$ cat src/rtl/servo_pwm_gen.sv
// servo_pwm_gen: hobby-servo PWM with clamped, slew-limited angle applied at frame boundaries
module servo_pwm_gen #(
  parameter int TICK_DIV     = 50,
  parameter int FRAME_US     = 20000,
  parameter int MIN_PULSE_US = 500,
  parameter int US_PER_DEG   = 11,
  parameter int MAX_STEP     = 2,
  parameter int RESET_ANGLE  = 60
) (
  input  logic       Clk,
  input  logic       Rst,
  input  logic [7:0] iAngle,
  input  logic       iAngleValid,
  input  logic       iEnable,
  output logic       oPwm,
  output logic       oFrameStart,
  output logic [7:0] oAngleCur,
  output logic       oSettled
);
  localparam logic [15:0] RST_WIDTH = 16'(MIN_PULSE_US + RESET_ANGLE * US_PER_DEG);
  logic [15:0] presc, us_cnt, us_nxt, width, width_nxt;
  logic [7:0]  target, cur_nxt, up, dn;
  logic        en_lat, en_nxt, tick, boundary;
  // next-state values; the PWM compare uses these post-edge values so pulse and frame start align
  always_comb begin
    tick      = presc == 16'(TICK_DIV - 1);
    boundary  = tick && us_cnt == 16'(FRAME_US - 1);
    us_nxt    = boundary ? 16'd0 : tick ? us_cnt + 16'd1 : us_cnt;
    up        = target - oAngleCur;
    dn        = oAngleCur - target;
    cur_nxt   = !boundary ? oAngleCur :
                target > oAngleCur ? (up > 8'(MAX_STEP) ? oAngleCur + 8'(MAX_STEP) : target) :
                (dn > 8'(MAX_STEP) ? oAngleCur - 8'(MAX_STEP) : target);
    width_nxt = boundary ? 16'(MIN_PULSE_US) + 16'(cur_nxt) * 16'(US_PER_DEG) : width;
    en_nxt    = boundary ? iEnable : en_lat;
  end
  // counters, target/applied angle, and registered outputs
  always_ff @(posedge Clk or posedge Rst) begin
    if (Rst) begin
      presc       <= '0;
      us_cnt      <= '0;
      target      <= 8'(RESET_ANGLE);
      oAngleCur   <= 8'(RESET_ANGLE);
      width       <= RST_WIDTH;
      en_lat      <= 1'b0;
      oPwm        <= 1'b0;
      oFrameStart <= 1'b0;
      oSettled    <= 1'b1;
    end else begin
      presc       <= tick ? 16'd0 : presc + 16'd1;
      us_cnt      <= us_nxt;
      target      <= iAngleValid ? (iAngle > 8'd180 ? 8'd180 : iAngle) : target;
      oAngleCur   <= cur_nxt;
      width       <= width_nxt;
      en_lat      <= en_nxt;
      oPwm        <= en_nxt && us_nxt < width_nxt;
      oFrameStart <= boundary;
      oSettled    <= oAngleCur == target;
    end
  end
endmodule
$ cat config.mk
export PLATFORM = sky130hd
export DESIGN_NAME = servo_pwm_gen
export DESIGN_NICKNAME = d
export VERILOG_FILES = /design/src/rtl/servo_pwm_gen.sv
export SDC_FILE = /design/constraint.sdc
export NUM_CORES = 1
export LEC_CHECK = 0
export ABC_AREA = 1
export CORE_MARGIN = 3
export CORE_UTILIZATION = 50
export DETAILED_ROUTE_END_ITERATION = 16
export MAX_ROUTING_LAYER = met4
export PLACE_DENSITY = 0.71
export RECOVER_POWER = 50
export SETUP_SLACK_MARGIN = 0.4
export SLEW_MARGIN = 20
export SYNTH_ARGS = -nofsm -noshare
export SYNTH_HDL_FRONTEND = slang
export SYNTH_SLANG_ARGS = --single-unit
$ cat constraint.sdc
create_clock -name Clk -period 9.4 [get_ports Clk]
set_clock_uncertainty 0.15 [all_clocks]
set_input_delay 0.94 -clock Clk [delete_from_list [all_inputs] [get_ports Clk]]
set_output_delay 0.94 -clock Clk [all_outputs]
set_load 0.03 [all_outputs]
Word-level counts from Yosys, hierarchy flattened

Cells that the tools add are included.

Bits of input ports: 12
Output and inout bits: 11
Bits in registers: 68

Order comparisons: 5
Multiplexer cells: 10
Reductions and logical operators: 2
Multipliers: 1
Eq/ne operators: 3
Add/subtract/negate cells: 7

Operators by type and width:

| cell                    | count |
|---|---|
| $mux W16                | 4 |
| $mux W8                 | 5 |
| $add A16 B1 Y16 const B | 2 |
| $eq A16 B15 Y1 const B  | 1 |
| $eq A16 B6 Y1 const B   | 1 |
| $gt A8 B2 Y1 const B    | 2 |
| $lt A16 B16 Y1          | 1 |
| $sub A8 B8 Y8           | 2 |
| $add A9 B12 Y13 const A | 1 |
| $mul A8 B4 Y12 const B  | 1 |
| $add A8 B2 Y8 const B   | 1 |
| $eq A8 B8 Y1            | 1 |
| $gt A8 B8 Y1            | 1 |
| $gt A8 B8 Y1 const B    | 1 |
| $sub A8 B2 Y8 const B   | 1 |
| $logic_and A1 B1 Y1     | 2 |
| $mux W1                 | 1 |

Depth between registers and ports, before layout

Word-level depth: 10
Depth in mapped cells: 46
Mapped depth without buffers: 45

Least setup slack after synthesis

Ideal clock, no wire load.

Path kind: reg2reg
Start: register oAngleCur[3]
End: register oPwm
Setup slack: 2.737 ns
Data required time: 9.177 ns
Cell stages (with the launch flop): 44
Library setup time: 0.073 ns
Arrival: 6.440 ns
Cells stage by stage: dfstp_2 > clkbuf_1 > inv_1 > ha_1 > buf_4 > nand2_1 > nand2_1 > nand2_1 > nand3_1 > nand2_1 > nand2_1 > nor2_1 > nand2_1 > buf_2 > a21oi_1 > o21ai_0 > o21ai_0 > nand2_1 > [8 not listed] > nor2_1 > nor2_1 > nor2_1 > nor2_1 > nor2_1 > nor2_1 > xnor2_1 > nand2_1 > nand2_1 > inv_1 > ha_1 > nand2_1 > nor2_1 > a211oi_1 > nor2_1 > a31oi_1 > nand4_1 > a21oi_2

Word-level cells in the longest chain between the ends: 10
Elaborated cells between the ends (all ways): 16
Classes of those cells: 5 x add/sub; 1 x mul; 4 x order compare; 5 x mux; 1 x reduce/logical

Ends and longest elaborated chain:

| item                                    | line   | RTL |
|---|---|---|
| start: declaration                      | 17     | `output logic [7:0] oAngleCur,` |
| start signal: assignment                | 43     | `oAngleCur <= 8'(RESET_ANGLE);` |
| start signal: assignment                | 53     | `oAngleCur <= cur_nxt;` |
| $sub A8 B8 Y8, on equally long branches | 30, 29 |  |
| $gt A8 B2 Y1, on equally long branches  | 33, 32 |  |
| $mux W8, on equally long branches       | 33, 32 |  |
| $mux W8 (*)                             | 32     | `target > oAngleCur ? (up > 8'(MAX_STEP) ? oAngleCur + 8'(MAX_STEP) : target) :` |
| $mux W8 (*)                             | 31     | `cur_nxt = !boundary ? oAngleCur :` |
| via cur_nxt[2]                          | 22     | `logic [7:0] target, cur_nxt, up, dn;` |
| $mul A8 B4 Y12 (*)                      | 34     | `width_nxt = boundary ? 16'(MIN_PULSE_US) + 16'(cur_nxt) * 16'(US_PER_DEG) : width;` |
| $add A9 B12 Y13 (*)                     | 34     |  |
| $mux W16 (*)                            | 34     |  |
| via width_nxt[11]                       | 21     | `logic [15:0] presc, us_cnt, us_nxt, width, width_nxt;` |
| $lt A16 B16 Y1 (*)                      | 56     | `oPwm <= en_nxt && us_nxt < width_nxt;` |
| $logic_and A1 B1 Y1 (*)                 | 56     |  |
| end signal: assignment                  | 56     |  |
| end: declaration                        | 15     | `output logic oPwm,` |

The timed path passes the listed nets; every way through them passes the cells marked *.
A chain may end at the register's enable or synchronous reset.

Worst setup path in the final report

Ends and elaborated chain as after synthesis.

==> impl_metrics.yaml <==
timing:
  drv_slew: 69
  post-route-period-util_pct: 78.31
  fin_setup_tns_ps: 0
  hold_violations: 0
  maxSlewHeadroom_pct: -154.4
  setup_viol: 0
  max_freq_mhz: 135.8
  holdWs_ps: 318.7
  rsz0062_at_grt: "false"
  worst_pin_slew_ps: 3816
  final_period_minus_worst_setup_slack_ps: 7362
clock_network:
  cts.clk_slew.worst_paths_ps: 80
  numCtsBuffers: 9
  post-cts-setup-buffers: 0
  clk_latency_ps: 360
  cts_tree: "yes"
  clockBufferDepth: 2
  postCtsHoldBufs: 0
  clkSinkCount: 68
  clockRootBuffer: "clkbuf_8"
  cts_resized: 0
  htreeDepth: 3
worst_setup_path:
  r2r_slack_ps: 2040
  end_kind: "flop"
  ff2ff_path_depth: 39
  required_ps: 9540
  cp_slowest_cell: "dfstp_2"
  crit_path_max_fanout: 13
  cp-start-kind: "flop"
  rr_endpoint: "oPwm$_DFF_PP0_"
  cp.arrival_ps: 7500
  slowest_delay_ps: 650
  critical_path_buf_inv_count: 3
  cp_num_cells: 39
  crit_family: "adder cells"
  cp_common_cell: "nor2_1"
  r2r_start: "oAngleCur[3]$_DFF_PP1_"
  crit_type: "flop to flop"
synth:
  synth.avg_cell_area_um2: 7.586
  ys_seq_area_share_pct: 31.13
  synth_area_leaders: "dfrtp_1 (25%), ha_1 (12%), nand2_1 (9.9%), inv_1 (9.8%), dfstp_2 (5.7%)"
  synth_warnings: 0
  synth_top_cell_area_share_pct: 25.41
  synth.cell_area_um2: 5515
  synth_edf_count: 0
  synth-seq-cells: 68
  syn_inst: 727
  ys.flop_type: "dfrtp_1"
  synth_top_cell_by_area: "dfrtp_1"
  async_flop_share_pct: 100.0
  syn-num-nets: 804
  synth_cell_types: 46
power_and_ir_drop:
  vdd_drop_max_uv: 91.14
  p_leak_nw: 3.209
  p_per_area_nw_per_um2: 99.53
final_layout:
  nNetsFinal: 829
  stdcell_count: 893
  postLayoutCellArea_um2: 6008
  drive_gt1_share_pct: 9.115
  area_delta_synth_final_pct: 8.938
  diodes: 0
floorplanning:
  dieArea_um2: 12330
  initial_core_util_pct: 52.48
  die-width_um: 111.0
  core_area_um2: 10510
  dieHeight_um: 111.0
  top_level_ports: 23
  rows: 37
place:
  portBuffers: 22
  dp.cells: 877
  dp_hpwl_um: 9696
  dpl-instance-area_um2: 5871
  gp_congestion: 0.9592
outcome:
  violations: "capacitance limit, slew limit"
  outcome: "finished, violations left"
route:
  wirelength_um: 12570
  viasPerCell: 5.337
  drc: 0
  detail-route-antenna-nets: 0
  dr.pass1.iters: 5
  wl_per_cell_um: 14.07
  num_vias: 4766
  initialDrtViolationCount: 460
global_route:
  grt_pass1_wl_um: 21490
  groute.usage.overall_pct: 21.70
  grt_remaining_overflow: 0
  grt_pass1_vias: 4505
  grt_max_degree: 69
  antenna_found_initial: 0
min_path:
  worstHoldPathType: "flop to flop"
  holdPathStages: 2
  worstHoldStart: "width[13]$_DFF_PP0_"
  holdPathEnd: "width[13]$_DFF_PP0_"
flow_run:
  maxCapViolCount: 1
-- through the flow --
stage               total power [mW]  setup WS, ps  util [%]
floorplan                     0.3590          2737         -
global placement              0.3797          2231     55.86
detailed placement            0.3796          2204     55.86
CTS                           0.6079          2157     57.55
global route                  0.6330          1193     57.17
finish                        0.5980          2038     57.17
-- metal layers --
layer  vias to the layer above  track usage [%]  share of wire [%]
met5                         -                -                  0
met4                         0            6.813                1.9
met3                        19            3.493                5.3
met2                       125            32.52                 45
met1                      2255            30.35                 48
li1                       2367                -                  -
-- logic make-up after synthesis --
logic type	synth area share, %
simple gates	27.90
fa+ha+maj	16.38
compound gates	9.755
xor+xnor	3.494
flops	31.13
buf+inv	11.34
-- cells in the mapped netlist (2+ instances only) --
library cell	count
ha_1	53
o21ai_1	6
xor2_1	18
dfstp_2	12
nor2_2	4
fa_1	12
nand2_4	2
inv_2	7
a211oi_1	3
nor2_4	3
nor4_2	3
buf_4	2
or2_2	4
nand2_2	7
nand2_1	145
buf_2	4
nand3_1	33
nand3b_1	4
dfrtp_1	56
o21ai_0	37
nor3_2	2
o221ai_1	3
nand4_1	16
nor4_1	4
a21oi_2	3
clkbuf_1	4
nor4_4	4
nand3_2	4
a22oi_1	2
a31oi_1	4
inv_1	144
nor2_1	66
nor3_1	12
a21oi_1	27
o211ai_1	3
xnor2_1	4
-- where the power goes --
group | switching [mW] | internal (mW) | leakage, nW
combinational | 0.0498 | 0.0245 | 2.24
clock | 0.120 | 0.102 | 0.0920
sequential | 0.00402 | 0.297 | 0.882
total | 0.174 | 0.424 | 3.21
-- worst register-to-register path: cells and delay by family, from the launching register on --
family | cells | cell delay, ps
buffers and inverters | 3 | 200
adders and majority gates | 6 | 2520
xor gates and xnor gates | 1 | 130
DFF | 1 | 650
and+or+nand+nor | 20 | 2060
AOI/OAI and AO/OA | 9 | 1600
-- flip-flops by register name (all words and copies together) (netlist names) --
register     cells
oFrameStart      1
en_lat           1
target           8
oSettled         1
presc           16
width           16
oAngleCur        8
oPwm             1
us_cnt          16
-- cell type report --
cell class / count / area [um2]
timing repair buffer: 24 / 231.5
fill: 933 / 4501
multi-input combinational: 497 / 3141
inverter: 152 / 571.8
clock inverter: 6 / 40.04
sequential: 68 / 1717
clock buffer: 10 / 137.6
tap: 136 / 170.2
-- worst max-delay path by stage --
stage	start	slack (ps)	end
2_1_floorplan	oAngleCur[3]$_DFF_PP1_	2740	oPwm$_DFF_PP0_
3_3_place_gp	oAngleCur[3]$_DFF_PP1_	2230	oPwm$_DFF_PP0_
3_5_place_dp	oAngleCur[3]$_DFF_PP1_	2200	oPwm$_DFF_PP0_
4_1_cts	oAngleCur[3]$_DFF_PP1_	2160	oPwm$_DFF_PP0_
5_1_grt	oAngleCur[3]$_DFF_PP1_	1190	oPwm$_DFF_PP0_
6_report	oAngleCur[3]$_DFF_PP1_	2040	oPwm$_DFF_PP0_
-- cell usage in the layout, fill, tap and decap left out, types with 3 or more instances in the layout --
cell               n
inv_1            143
nor2_1            67
ha_1              53
nand2_1          147
nand4_1           16
o221ai_1           3
nor4_2             3
a211oi_1           3
a21oi_1           27
clkbuf_8          10
nand3_2            4
clkinv_2           3
xor2_1            18
a31oi_1            4
o211ai_1           3
nand3_1           33
o21ai_1            6
o21ai_0           37
dfstp_2           12
nand2_2            5
nand3b_1           4
a21oi_2            3
fa_1              12
nor2_2             4
xnor2_1            4
nor4_4             3
nor3_1            13
inv_2              7
nor4_1             5
clkdlybuf4s50_1   20
dfrtp_1           56
or2_2              4
Power figures use the tool's default switching activity.
